File: src/rtl/vga_pkg.sv
// Shared VGA/framebuffer definitions: display geometry, framebuffer sizing,
// pixel index type and the frame-clear sequencer states.
package vga_pkg;

  localparam int H_ACTIVE = 800;
  localparam int V_ACTIVE = 480;
  localparam int FB_DEPTH = H_ACTIVE * V_ACTIVE;
  localparam int ADDR_W   = 19;
  localparam int DATA_W   = 4;

  typedef logic [DATA_W-1:0] pix_idx_t;

  localparam pix_idx_t TRANSPARENT_IDX = pix_idx_t'(15);

  typedef enum logic [1:0] {
    IDLE,
    CLEAR,
    DONE
  } fb_clr_state_t;

endpackage

File: src/rtl/vga_fb_clear_seq.sv
// Frame-clear sequencer: walks every framebuffer word once with a latched fill
// value, stepping only in cycles where the arbiter grants it the RAM.
module vga_fb_clear_seq #(
  parameter int ADDR_W   = vga_pkg::ADDR_W,
  parameter int DATA_W   = vga_pkg::DATA_W,
  parameter int FB_DEPTH = vga_pkg::FB_DEPTH
) (
  input  logic              clk,
  input  logic              rst,
  input  logic              start,
  input  logic [DATA_W-1:0] index,
  input  logic              advance,
  output logic              req,
  output logic [ADDR_W-1:0] addr,
  output logic [DATA_W-1:0] data,
  output logic              idle,
  output logic              busy,
  output logic              done
);
  import vga_pkg::*;

  localparam logic [ADDR_W-1:0] LAST_ADDR = ADDR_W'(FB_DEPTH - 1);

  fb_clr_state_t     state;
  fb_clr_state_t     state_next;
  logic [ADDR_W-1:0] count;
  logic [DATA_W-1:0] fill;

  always_ff @(posedge clk or posedge rst) begin
    if (rst) state <= IDLE;
    else     state <= state_next;
  end

  always_comb begin
    state_next = state;
    req        = 1'b0;
    idle       = 1'b0;
    busy       = 1'b0;
    done       = 1'b0;
    case (state)
      IDLE: begin
        idle = 1'b1;
        if (start) state_next = CLEAR;
      end
      CLEAR: begin
        req  = 1'b1;
        busy = 1'b1;
        if (advance && count == LAST_ADDR) state_next = DONE;
      end
      DONE: begin
        done       = 1'b1;
        state_next = IDLE;
      end
      default: state_next = IDLE;
    endcase
  end

  // Fill value is only captured on a start seen in IDLE, so a repeated start
  // mid-clear can neither restart the walk nor change the colour.
  always_ff @(posedge clk or posedge rst) begin
    if (rst) begin
      count <= '0;
      fill  <= '0;
    end else if (state == IDLE && start) begin
      count <= '0;
      fill  <= index;
    end else if (state == CLEAR && advance && count != LAST_ADDR) begin
      count <= count + 1'b1;
    end
  end

  assign addr = count;
  assign data = fill;

endmodule

File: src/rtl/vga_fb_arbiter.sv
// Single-port framebuffer arbiter: display reads always win, then the frame
// clear, then renderer writes; display read data returns two cycles later.
module vga_fb_arbiter #(
  parameter int ADDR_W   = vga_pkg::ADDR_W,
  parameter int DATA_W   = vga_pkg::DATA_W,
  parameter int FB_DEPTH = vga_pkg::FB_DEPTH
) (
  input  logic              clk,
  input  logic              rst,
  input  logic              disp_req,
  input  logic [ADDR_W-1:0] disp_addr,
  output logic [DATA_W-1:0] disp_data,
  output logic              disp_valid,
  input  logic              wr_valid,
  output logic              wr_ready,
  input  logic [ADDR_W-1:0] wr_addr,
  input  logic [DATA_W-1:0] wr_data,
  output logic              wr_drop,
  input  logic              clear_start,
  input  logic [DATA_W-1:0] clear_index,
  output logic              clear_busy,
  output logic              clear_done,
  output logic [ADDR_W-1:0] ram_addr,
  output logic              ram_we,
  output logic [DATA_W-1:0] ram_wdata,
  input  logic [DATA_W-1:0] ram_rdata
);
  import vga_pkg::*;

  localparam logic [ADDR_W-1:0] DEPTH_A = ADDR_W'(FB_DEPTH);

  logic              clr_req;
  logic              clr_idle;
  logic              clr_advance;
  logic [ADDR_W-1:0] clr_addr;
  logic [DATA_W-1:0] clr_data;
  logic              wr_fire;
  logic              wr_in_range;
  logic              disp_pend;

  vga_fb_clear_seq #(
    .ADDR_W  (ADDR_W),
    .DATA_W  (DATA_W),
    .FB_DEPTH(FB_DEPTH)
  ) u_clear_seq (
    .clk    (clk),
    .rst    (rst),
    .start  (clear_start),
    .index  (clear_index),
    .advance(clr_advance),
    .req    (clr_req),
    .addr   (clr_addr),
    .data   (clr_data),
    .idle   (clr_idle),
    .busy   (clear_busy),
    .done   (clear_done)
  );

  // Renderer is only served when neither the display nor the clear owns the RAM.
  assign wr_ready    = !disp_req && clr_idle;
  assign wr_fire     = wr_valid && wr_ready;
  assign wr_in_range = wr_addr < DEPTH_A;
  assign clr_advance = clr_req && !disp_req;

  always_comb begin
    ram_addr  = '0;
    ram_we    = 1'b0;
    ram_wdata = '0;
    if (!rst) begin
      if (disp_req) begin
        ram_addr = disp_addr;
      end else if (clr_req) begin
        ram_addr  = clr_addr;
        ram_we    = 1'b1;
        ram_wdata = clr_data;
      end else if (wr_fire && wr_in_range) begin
        ram_addr  = wr_addr;
        ram_we    = 1'b1;
        ram_wdata = wr_data;
      end
    end
  end

  // Stage 1 tracks the RAM's own read latency, stage 2 registers the data out.
  always_ff @(posedge clk or posedge rst) begin
    if (rst) begin
      disp_pend  <= 1'b0;
      disp_valid <= 1'b0;
      disp_data  <= '0;
      wr_drop    <= 1'b0;
    end else begin
      disp_pend  <= disp_req;
      disp_valid <= disp_pend;
      if (disp_pend) disp_data <= ram_rdata;
      wr_drop    <= wr_fire && !wr_in_range;
    end
  end

endmodule
File: config.mk
export PLATFORM = sky130hd
export DESIGN_NAME = vga_fb_arbiter
export DESIGN_NICKNAME = d
export VERILOG_FILES = /design/src/rtl/vga_pkg.sv /design/src/rtl/vga_fb_clear_seq.sv /design/src/rtl/vga_fb_arbiter.sv
export SDC_FILE = /design/constraint.sdc
export NUM_CORES = 1
export LEC_CHECK = 0
export CAP_MARGIN = 20
export CORE_ASPECT_RATIO = 1.1
export CORE_MARGIN = 1
export CORE_UTILIZATION = 35
export CTS_BUF_LIST = sky130_fd_sc_hd__clkbuf_8
export CTS_CLUSTER_DIAMETER = 80
export DETAILED_ROUTE_END_ITERATION = 7
export GPL_ROUTABILITY_DRIVEN = 0
export PLACE_DENSITY = 0.66
export SLEW_MARGIN = 20
export SYNTH_ARGS = -nofsm -noshare
export SYNTH_HDL_FRONTEND = slang
export SYNTH_HIERARCHICAL = 1
export SYNTH_SLANG_ARGS = --single-unit
File: constraint.sdc
create_clock -name clk -period 3.6 [get_ports clk]
set_input_delay 0.36 -clock clk [delete_from_list [all_inputs] [get_ports clk]]
set_output_delay 0.36 -clock clk [all_outputs]
set_load 0.02 [all_outputs]
==> flow_summary.toml, run 1 <==
[grt]
overflow = 0
use_met2 = 0.316
use_met3 = 0.0323
track_usage = 0.202
antenna_found_initial = 0
use_met1 = 0.289
grt_max_degree = 26
grt_pass1_vias = 2072
top_usage_layer = "met2"
grt_first_pass_wirelength_mm = 10.5

[job]
drv_cap = 0

[power]
internal_power_mw = 0.773
p_sw_frac = 0.316
p_per_area_nw_per_um2 = 353
p_comb_frac = 0.325
cellLeakagePower_nw = 1.26
ir_drop_mv = 0.188
power_switching_mw = 0.357
clockPowerShare = 0.262
power_frac_seq = 0.412
power.total_mw = 1.13

[detailed_routing]
viasPerCell = 5.28
route.final.wire_length_mm = 6.38
ant_nets = 0
wire_per_inst_um = 15.9
first_iter_violations = 122
drcViolationCount = 0
vias = 2121
first_pass_iters = 4

[layout]
final_util = 0.544
finish.net_count = 381
seqCellArea_um2 = 801
layout_commonest_cell = "clkdlybuf4s50_1"
layout-drive-gt1-share = 0.102
areaGrowthSynthToFinish_pct = 46.6
diodes = 0
fillers = 561
layout_common_cells = "clkdlybuf4s50_1 (87), dfrtp_1 (32), inv_1 (22), a22oi_1 (19), o32ai_1 (19)"
multi_input_area_um2 = 1210

[synth]
synthCells = 243
synthArstFlopShare = 1.00
syn_area_um2 = 2180
synth_nets = 299
synth_top_cell_area_share = 0.367
ys_warn_count = 6
synth_seq_cells = 32
ys.flop_type = "dfrtp_1"
seq_area_frac_synth = 0.367
synth.distinct_cells = 47
synth.avg_cell_area_um2 = 8.98
synth_area_leaders = "dfrtp_1 (37%), o32ai_1 (7.6%), a22oi_1 (6.5%)"
synth_area_leader_cell = "dfrtp_1"
synth_edf_count = 0

[timing]
worst_pin_slew_ns = 0.921
holdWs_ns = 0.503
finalClockSkew_ns = 0.00521
final-max-slew-violation-count = 0
min_period_over_period = 0.881
max_freq_mhz = 315
setup_tns_ns = 0
min_period_ns = 3.17
setup_viol = 0
rsz0062_at_grt = "false"
relSlewSlack = 0.386
hold_violations = 0
worst_slack_ns = 0.427

[placement]
portBuffers = 87
dp.final_hpwl_mm = 4.74
post-place-ws_ns = 0.566

[worst_setup_path]
crit_fanout = 19
startpoint_type = "flop"
worstSetupPathType = "reg2out"
worst_ep_arrival_time_ns = 2.81
endpoint_kind = "output port"
critical_path_required_ns = 3.24

[min_path]
hp-class = "reg2reg"

[clocking]
tritoncts = "yes"
clk-insertion-delay-late_ns = 0.28
cts-resized-gates = 0
cts_sinks = 32
clockBufferDepth = 2
cts-root-buf = "clkbuf_8"
htreeDepth = 2
hold_buffers = 0
cts_made_buffers = 5
clkTransAtPathRegs_ns = 0.07
postCtsSetupRepairBufs = 0

[run_status]
status = "finished clean"

[floorplan]
std_cell_rows = 29
die-area_um2 = 6560
dieHeight_um = 84.8
start_util = 0.371
core-area_um2 = 5880
ios = 88
die_x_um = 77.3
-- stage by stage --
step / cells / instance area, µm²
4_1_cts: 401 / 3190
3_5_place_dp: 394 / 3090
5_1_grt: 402 / 3200
2_1_floorplan: 243 / 2180
3_3_place_gp: 394 / 3090
6_report: 402 / 3200
-- cell type report --
type,count,share of cell area
Clock buffer,7,0.0301
Tap cell,77,0.0301
Multi-Input combinational cell,172,0.378
Inverter,22,0.0258
Timing Repair Buffer,92,0.286
Sequential cell,32,0.250
-- logic make-up (layout without fill, tap and decap cells) --
| kind of cell | count (synthesis) | count (layout) | synth area share |
|---|---|---|---|
| xor+xnor | 11 | 11 | 0.0441 |
| buf+inv | 39 | 121 | 0.0797 |
| simple gates | 81 | 81 | 0.211 |
| fa+ha+maj | 1 | 1 | 0.00573 |
| compound gates | 66 | 66 | 0.226 |
| mux | 13 | 13 | 0.0665 |
| flops | 32 | 32 | 0.367 |
-- power groups by stage --
stage,Sequential [mW],Clock (mW),Combinational (mW)
2_1_floorplan,0.461,0,0.208
3_3_place_gp,0.468,0,0.362
3_5_place_dp,0.474,0,0.365
4_1_cts,0.466,0.302,0.367
5_1_grt,0.474,0.319,0.399
6_report,0.466,0.297,0.368
-- Yosys cell counts, types with 3 or more instances --
library cell and count:
inv_1 22, xnor2_1 10, mux2_2 12, o32ai_1 19, nand2_1 16, nor3_1 5
a211oi_1 5, nor2b_1 4, a22oi_1 19, clkbuf_1 8, buf_2 4, o21ai_0 7
nand3_1 13, dfrtp_1 32, a21oi_1 9, or3_1 3, nor2_1 16, and3_1 5
-- flip-flops by register name, summed over array words and instances, names as in the netlist --
| signal | count |
|---|---|
| u_clear_seq/data | 4 |
| u_clear_seq/addr | 19 |
| disp_valid | 1 |
| disp_data | 4 |
| disp_pend | 1 |
| u_clear_seq/state | 2 |
| wr_drop | 1 |
-- path summary, 6_finish.rpt --
kind / start / to / slack (ns) / depth (start not counted)
min in group asynchronous: rst / disp_pend$_DFF_PP0_ / 0.58 / 3
max in group asynchronous: rst / u_clear_seq/addr[6]$_DFFE_PP0P_ / 2.40 / 4
min: u_clear_seq/data[1]$_DFFE_PP0P_ / u_clear_seq/data[1]$_DFFE_PP0P_ / 0.50 / 1
max reg2reg: u_clear_seq/state[0]$_DFFE_PP0P_ / u_clear_seq/addr[17]$_DFFE_PP0P_ / 1.08 / 8
min reg2reg: u_clear_seq/data[1]$_DFFE_PP0P_ / u_clear_seq/data[1]$_DFFE_PP0P_ / 0.50 / 1
max: u_clear_seq/state[1]$_DFFE_PP0P_ / ram_addr[12] / 0.43 / 5
-- critical path, stage by stage, from the launching register on --
cell and delay (ns):
dfrtp_1 0.40, nor2_1 0.26, and4bb_2 0.35, nand2b_1 0.43
o32ai_1 0.43, clkdlybuf4s50_1 0.66
-- metal layers --
| metal | vias to the layer above | routed length (µm) |
|---|---|---|
| li1 | 1061 | - |
| met1 | 983 | 3120 |
| met2 | 72 | 2860 |
| met3 | 5 | 356 |
| met4 | 0 | 53 |
| met5 | - | 0 |
Power figures use the tool's default switching activity.
==> inputs of run 2 (changes only) <==
--- a/config.mk
+++ b/config.mk
@@ -7,13 +7,13 @@
 export LEC_CHECK = 0
 export CAP_MARGIN = 20
 export CORE_ASPECT_RATIO = 1.1
-export CORE_MARGIN = 1
-export CORE_UTILIZATION = 35
+export CORE_MARGIN = 5
+export CORE_UTILIZATION = 45
 export CTS_BUF_LIST = sky130_fd_sc_hd__clkbuf_8
 export CTS_CLUSTER_DIAMETER = 80
 export DETAILED_ROUTE_END_ITERATION = 7
 export GPL_ROUTABILITY_DRIVEN = 0
-export PLACE_DENSITY = 0.66
+export PLACE_DENSITY = 0.82
 export SLEW_MARGIN = 20
 export SYNTH_ARGS = -nofsm -noshare
 export SYNTH_HDL_FRONTEND = slang
==> flow_summary.toml, run 2 (synthesis gave the netlist of run 1 again) <==
[run_status]
status = "finished clean"

[layout]
layout_commonest_cell = "clkdlybuf4s50_1"
fillers = 390
layout_common_cells = "clkdlybuf4s50_1 (87), dfrtp_1 (32), inv_1 (23), a22oi_1 (19), o32ai_1 (19)"
largest_register_ffs = 19
instances_no_fill = 381
areaGrowthSynthToFinish_pct = 44.4
diodes = 0
layout-drive-gt1-share = 0.0954
final_util = 0.673
finish.net_count = 380

[clocking]
clockBufferDepth = 2
htreeDepth = 2
cts-resized-gates = 0
tritoncts = "yes"
postCtsSetupRepairBufs = 0
clkTransAtPathRegs_ns = 0.06
hold_buffers = 0
clk-insertion-delay-late_ns = 0.28
cts_sinks = 32
cts_made_buffers = 5
cts-root-buf = "clkbuf_8"

[timing]
relSlewSlack = 0.403
min_period_over_period = 0.903
hold_violations = 0
min_period_ns = 3.25
final-max-slew-violation-count = 0
rsz0062_at_grt = "false"
max_freq_mhz = 308
setup_viol = 0
setup_tns_ns = 0
finalClockSkew_ns = 0.00552
worst_pin_slew_ns = 0.891

[min_path]
hp-class = "reg2reg"

[worst_setup_path]
crit_fanout = 19
worst_ep_arrival_time_ns = 2.89
critical_path_required_ns = 3.24
path_cells = "nor2_1 > and4bb_2 > nand2b_1 > o32ai_1 > clkdlybuf4s50_1"
rrSetupSlack_ns = 1.06
worstSetupPathType = "reg2out"
endpoint_kind = "output port"
slowest_delay_ns = 0.67
cp_num_buf_inv = 1
cp_top_family = "simple AND/OR/NAND/NOR gates"
crit_slowest_cell = "clkdlybuf4s50_1"
startpoint_type = "flop"

[grt]
grt_max_degree = 26
grt_first_pass_wirelength_mm = 11.3
overflow = 0
grt_pass1_vias = 2172
track_usage = 0.216
antenna_found_initial = 0

[power]
ir_drop_mv = 0.255
p_per_area_nw_per_um2 = 351
cellLeakagePower_nw = 1.25

[floorplan]
die_x_um = 76.4
die-area_um2 = 6350
core-area_um2 = 4680
dieHeight_um = 83.1
start_util = 0.466
ios = 88
std_cell_rows = 26

[placement]
dp.final_hpwl_mm = 5.22
portBuffers = 87
dp.cells = 373

[job]
drv_cap = 0

[detailed_routing]
ant_nets = 0
viasPerCell = 5.72
first_iter_violations = 157
route.final.wire_length_mm = 6.80
vias = 2180
drcViolationCount = 0
wire_per_inst_um = 17.9
first_pass_iters = 4
==> run 2: changes by cell type in the layout (fill, tap and decap cells not counted) <==
cell | before | now
buf_8 | 1 | 0
inv_1 | 22 | 23
clkbuf_8 | 7 | 6
clkinv_1 | 0 | 1
==> run 2: stage by stage <==
step                      instance area, µm²  power [mW]  hold slack [ns]  setup WS (ns)
after floorplan                         2180       0.669            0.376          0.702
after global placement                  3060       0.829            0.486          0.541
after detailed placement                3060       0.843            0.488          0.531
after CTS                               3150        1.12            0.501          0.354
after global routing                    3150        1.17            0.516          0.180
final                                   3150        1.11            0.512          0.350
==> run 2: worst reg2reg max path, delay by kind of cell (launching register included) <==
family	cells	cell delay [ns]
buf+inv	1	0.19
simple gates	6	1.62
xor+xnor	1	0.19
flops	1	0.39
==> run 2: layer usage <==
metal | track usage | up-vias | wire (µm)
met1 | 0.279 | 1040 | 2970
met3 | 0.0541 | 10 | 410
met5 | 0 | - | 0
met2 | 0.352 | 70 | 3320
met4 | 0.0684 | 0 | 105
li1 | - | 1060 | -
==> run 2: cell type report <==
cell class / instances / area [µm²] / area share
multi-input combinational: 172 / 1210 / 0.383
timing repair buffer: 91 / 901 / 0.286
sequential: 32 / 801 / 0.254
clock buffer: 6 / 82.6 / 0.0262
inverter: 22 / 82.6 / 0.0262
tap: 56 / 70.1 / 0.0222
clock inverter: 2 / 7.51 / 0.00238
==> run 2: path summary, 6_finish.rpt <==
path | start | end | cells past startpoint
setup / recovery | u_clear_seq/state[1]$_DFFE_PP0P_ | ram_addr[10] | 5
hold / removal | disp_pend$_DFF_PP0_ | disp_valid$_DFF_PP0_ | 0
setup reg to reg | u_clear_seq/state[0]$_DFFE_PP0P_ | u_clear_seq/addr[17]$_DFFE_PP0P_ | 8
hold reg to reg | disp_pend$_DFF_PP0_ | disp_valid$_DFF_PP0_ | 0
max in group asynchronous | rst | u_clear_seq/addr[6]$_DFFE_PP0P_ | 3
min in group asynchronous | rst | wr_drop$_DFF_PP0_ | 3
==> run 2: power by group <==
| group | internal, mW | total (mW) | switching (mW) |
|---|---|---|---|
| combinational | 0.192 | 0.371 | 0.180 |
| sequential | 0.410 | 0.467 | 0.0569 |
| clock | 0.150 | 0.270 | 0.120 |
